[src/rtl/counter_sweep_ctrl.sv]
// Sweep sequencer for an external up/down counter: lo -> hi -> lo, n times.
// Optional turning-point dwell is built in with `define SWEEP_DWELL_EN.
module counter_sweep_ctrl #(
  parameter int unsigned WIDTH        = 8,
  parameter int unsigned SWEEP_W      = 4,
  parameter int unsigned DWELL_CYCLES = 4
) (
  input  logic               clk,
  input  logic               rst,
  input  logic               start,
  input  logic               stop,
  input  logic [WIDTH-1:0]   lo_lim,
  input  logic [WIDTH-1:0]   hi_lim,
  input  logic [SWEEP_W-1:0] n_sweeps,
  input  logic [WIDTH-1:0]   counter_out,
  output logic               cnt_rst,
  output logic               cnt_enable,
  output logic               cnt_direction,
  output logic               busy,
  output logic               done,
  output logic               err_cfg,
  output logic [SWEEP_W-1:0] sweep_cnt
);

  if (DWELL_CYCLES < 1 || DWELL_CYCLES > 255) begin : g_dwell_range
    $error("DWELL_CYCLES must be in 1..255");
  end

`ifdef SWEEP_DWELL_EN
  typedef enum logic [2:0] {
    IDLE, CLEAR, RAMP, UP, DOWN, DONE, DWELL_HI, DWELL_LO
  } state_t;
  localparam logic [7:0] DWELL_LOAD = 8'(DWELL_CYCLES - 1);
  logic [7:0] dcnt;
`else
  typedef enum logic [2:0] {
    IDLE, CLEAR, RAMP, UP, DOWN, DONE
  } state_t;
`endif

  state_t state, state_nx;
  logic [WIDTH-1:0]   lo_r, hi_r;
  logic [SWEEP_W-1:0] n_r;
  logic cfg_ok, accept, at_lo, at_hi, last_sweep;

  assign cfg_ok     = (lo_lim < hi_lim) && (n_sweeps != '0);
  assign accept     = (state == IDLE) && start && cfg_ok;
  assign at_lo      = (counter_out == lo_r);
  assign at_hi      = (counter_out == hi_r);
  assign last_sweep = ((sweep_cnt + SWEEP_W'(1)) == n_r);

  always_ff @(posedge clk) begin
    if (rst) state <= IDLE;
    else     state <= state_nx;
  end

  always_ff @(posedge clk) begin
    if (rst) begin
      lo_r      <= '0;
      hi_r      <= '0;
      n_r       <= '0;
      sweep_cnt <= '0;
      err_cfg   <= 1'b0;
    end else begin
      err_cfg <= (state == IDLE) && start && !cfg_ok;
      if (accept) begin
        lo_r      <= lo_lim;
        hi_r      <= hi_lim;
        n_r       <= n_sweeps;
        sweep_cnt <= '0;
      end else if (state == DOWN && at_lo && !stop) begin
        sweep_cnt <= sweep_cnt + SWEEP_W'(1);
      end
    end
  end

`ifdef SWEEP_DWELL_EN
  // Loaded on the turning cycle itself, so that cycle counts as the first held one.
  always_ff @(posedge clk) begin
    if (rst)
      dcnt <= '0;
    else if ((state == UP && at_hi) || (state == DOWN && at_lo && !last_sweep))
      dcnt <= DWELL_LOAD;
    else if (dcnt != '0)
      dcnt <= dcnt - 8'd1;
  end
`endif

  always_comb begin
    state_nx = state;
    case (state)
      IDLE:  if (accept) state_nx = CLEAR;
      CLEAR: state_nx = RAMP;
      RAMP:  if (at_lo) state_nx = UP;
`ifdef SWEEP_DWELL_EN
      UP:    if (at_hi) state_nx = DWELL_HI;
      DOWN:  if (at_lo) state_nx = last_sweep ? DONE : DWELL_LO;
      DWELL_HI: if (dcnt == '0) state_nx = DOWN;
      DWELL_LO: if (dcnt == '0) state_nx = UP;
`else
      UP:    if (at_hi) state_nx = DOWN;
      DOWN:  if (at_lo) state_nx = last_sweep ? DONE : UP;
`endif
      DONE:  state_nx = IDLE;
      default: state_nx = IDLE;
    endcase
    if (stop && state != IDLE) state_nx = IDLE;
  end

  always_comb begin
    cnt_enable    = 1'b0;
    cnt_direction = 1'b1;
    case (state)
      RAMP: cnt_enable = 1'b1;
      UP: begin
        cnt_enable = 1'b1;
        if (at_hi) begin
          cnt_direction = 1'b0;
`ifdef SWEEP_DWELL_EN
          cnt_enable = 1'b0;
`endif
        end
      end
      DOWN: begin
        cnt_enable    = 1'b1;
        cnt_direction = 1'b0;
        if (at_lo) begin
          cnt_direction = 1'b1;
`ifdef SWEEP_DWELL_EN
          cnt_enable = 1'b0;
`else
          cnt_enable = !last_sweep;
`endif
        end
      end
`ifdef SWEEP_DWELL_EN
      DWELL_HI: begin
        cnt_enable    = (dcnt == '0);
        cnt_direction = 1'b0;
      end
      DWELL_LO: cnt_enable = (dcnt == '0);
`endif
      default: cnt_enable = 1'b0;
    endcase
    if (stop || rst) cnt_enable = 1'b0;
  end

  assign cnt_rst = rst || (state == CLEAR);
  assign busy    = (state != IDLE);
  assign done    = (state == DONE);

endmodule

[config.mk]
export PLATFORM = sky130hd
export DESIGN_NAME = counter_sweep_ctrl
export DESIGN_NICKNAME = d
export VERILOG_FILES = /design/src/rtl/counter_sweep_ctrl.sv
export SDC_FILE = /design/constraint.sdc
export NUM_CORES = 1
export LEC_CHECK = 0
export CAP_MARGIN = 20
export CORE_MARGIN = 1.5
export CORE_UTILIZATION = 25
export DETAILED_ROUTE_END_ITERATION = 7
export MAX_ROUTING_LAYER = met4
export SLEW_MARGIN = 20
export SYNTH_ARGS = -nofsm -noshare
export SYNTH_HDL_FRONTEND = slang
export SYNTH_SLANG_ARGS = --single-unit
[constraint.sdc]
create_clock -name clk -period 2.4 [get_ports clk]
set_clock_uncertainty 0.15 [all_clocks]
set_input_delay 0.6 -clock clk [delete_from_list [all_inputs] [get_ports clk]]
set_output_delay 0.6 -clock clk [all_outputs]
set_load 0.03 [all_outputs]
==> impl_results.md <==
* MaxCap Viol Count at 0
* N_diodes at 0
* Post-DR wirelength/cell at 13.5 um
* Syn Nets at 219
* Status: finished, violations left
* Post-synth EDFFs at 0
* Power Dens Cells at 634 mW/mm^2
* Post-synth top area cell: dfxtp_1
* Layout Nets at 306
* Layout filler cell count at 596
* Die area at 0.00682 sq mm
* Worst hold margin at 373 ps
* Most used cell, CP: buf_4
* Yosys top cell area share at 0.354
* Violated checks: setup timing
* Crit path capture type: primary output
* Cell count after synthesis at 179
* Final setup viols at 3
* Fin. max-slew vios at 0
* Initial Util at 0.263
* WP buf/inv at 2
* Core area at 0.00603 sq mm
* Tmin final at 2740 ps
* Slowest CP cell: dfxtp_2
* H-Tree Depth at 1
* Req. time, crit path at 1650 ps
* Global Route Usage Sum at 0.143
* Initial antenna violation count at 0
* Multi-input logic area at 0.00121 sq mm
* Register area at 563 sq um
* Vias in the first global route at 1,591
* Most common cell after layout, fill and taps aside: buf_4
* RSZ-0062 raised after global routing: yes
* Overflow after GRT at 0
* Post-DP HPWL at 3060 um
* Post-synth cell types at 33
* GPL Wtd Cong at 0.827
* CTS clk-pin slew, worst paths at 90 ps
* Most frequent cells in the layout: buf_4, nor2_1, dfxtp_1, mux2i_1
* Cell area after synthesis at 0.00158 sq mm
* Reg2reg setup slack at 240 ps
* CP Class: reg2out
* Layout cells sized above 1 at 0.428
* First-pass GRT wire length at 7150 um
* Sequential area share after synthesis at 0.354
* CP Data Arrival Time at 1990 ps
* DR vias at 1,555
* Die height at 82.6 um
* Final core occ at 0.457
* Io pins at 42
* Relative slew slack at 0.789
* Fmax at 365 MHz
* Pleak at 1.33 nW
* TritonCTS clock tree: built
* Post-Route WL at 4560 um
* Largest net degree at the start of global routing at 25
* CTS Buf Count at 3
* Slew @ Worst Pin at 317 ps
* Top delay family on crit path: simple AND/OR/NAND/NOR gates
* Total negative slack at -505 ps
* Initial drt markers at 83
* Startpoint types: flop
* DRC at 0
* Final-report hold violation count at 0
* Clk_lat worst skew at 270 ps
* Period Utilization, post-route at 1.14
* Min-Delay Path Class: reg2reg
* Worst-path cell chain: ha_4 > xor2_1 > nor4_2 > buf_4 > nand3_2 > a2bb2oi_2 > nor3_2 > buf_4
* Hold Buf Count CTS at 0
* Largest stage delay, worst path at 350 ps
* Ys Warns at 0
* Crit Path Max Fanout at 2
* Post-route insts no fill at 339
* Maximum vdd drop at 314 uV
* # clock sinks at 28
* Std-Cell Rows at 28
* Avg Inst Size Synth at 8.84 sq um
* Clock root cell: clkbuf_8
* Area Growth Syn to Fin at 74.1%
* Placed Instances at 323
* Vias per cell at 4.59
* Setup ws final at -337 ps
* Max Root-Sink Buffers at 2
* Die W at 82.6 um
* FFs w/ async S/R, synth at 0
* Commonest register cell after synthesis: dfxtp_1
* Number of port buffers at 41
* Routed Antenna Nets at 0
* Largest cells by area after synthesis: dfxtp_1, mux2i_1, xor2_1
* Drt first pass iters at 4
* Synth Register Bits at 28
* Total power at 1.75 mW
[cells in the mapped netlist, types with 2 or more instances]
master and n:
ha_1 8, nor3_1 3, nand2b_1 2, o21ai_0 3
nor4_1 6, clkbuf_1 4, xnor2_1 6, buf_2 2
nand3_1 5, dfxtp_1 28, mux2i_1 21, a21o_1 3
nor2_1 26, or3_1 4, xor2_1 19, inv_1 10
o21a_1 2, a21oi_1 7, nand2_1 6
[where the power goes]
part,switching [mW],total [mW],internal [mW]
Sequential,0.0461,0.574,0.528
Combinational,0.442,0.920,0.477
Clock,0.139,0.252,0.113
[layout make-up]
cell class | count | area share
timing repair buffer | 90 | 0.294
multi-input combinational | 133 | 0.439
tap | 75 | 0.0341
inverter | 10 | 0.0136
sequential | 28 | 0.204
clock buffer | 3 | 0.0150
[layer usage]
metal | vias to the layer above | routed length (um) | track usage
li1 | 779 | - | -
met1 | 729 | 2010 | 0.165
met2 | 41 | 2250 | 0.252
met3 | 6 | 211 | 0.0264
met4 | 0 | 85 | 0.0400
met5 | - | 0 | -
[final timing paths]
| path | startpoint | endpoint | depth (start not counted) |
|---|---|---|---|
| setup / recovery | sweep_cnt[0] | cnt_enable | 8 |
| hold / removal | hi_r[3] | hi_r[3] | 2 |
| setup reg to reg | hi_r[0] | state[0] | 13 |
| hold reg to reg | hi_r[3] | hi_r[3] | 2 |
[worst register-to-register path: stages (launching register included)]
cell,delay (ps)
dfxtp_1,330
xor2_1,170
nor4_2,280
buf_4,180
nand2_4,50
buf_6,120
buf_6,100
buf_4,120
buf_4,120
buf_4,110
buf_4,120
buf_4,120
nand3_2,60
a21oi_2,40
[cell families after synthesis]
kind of cell | after synthesis | synth area share
xor+xnor | 25 | 0.138
fa+ha+maj | 8 | 0.0632
flops | 28 | 0.354
simple gates | 57 | 0.171
mux | 21 | 0.133
buf+inv | 18 | 0.0451
compound gates | 22 | 0.0956
[metrics by stage]
stage / cell area (sq um) / setup WS [ps]
after floorplan: 1600 / -14.1
after global placement: 2350 / -1050
after detailed placement: 2350 / -985
after CTS: 2600 / -278
after global routing: 2760 / -453
final: 2760 / -337
[what timing repair did]
item	in CTS	in global routing
setup buffers	9	3
cloned	0	3
resized for setup	101	41
pin swaps	21	11
endpoints found under the setup margin	31	30
[registers in the layout, indices dropped and copies added, names as in the netlist]
name	count
n_r	4
err_cfg	1
lo_r	8
hi_r	8
state	3
sweep_cnt	4
No activity file was read; power rests on OpenSTA's default activity.
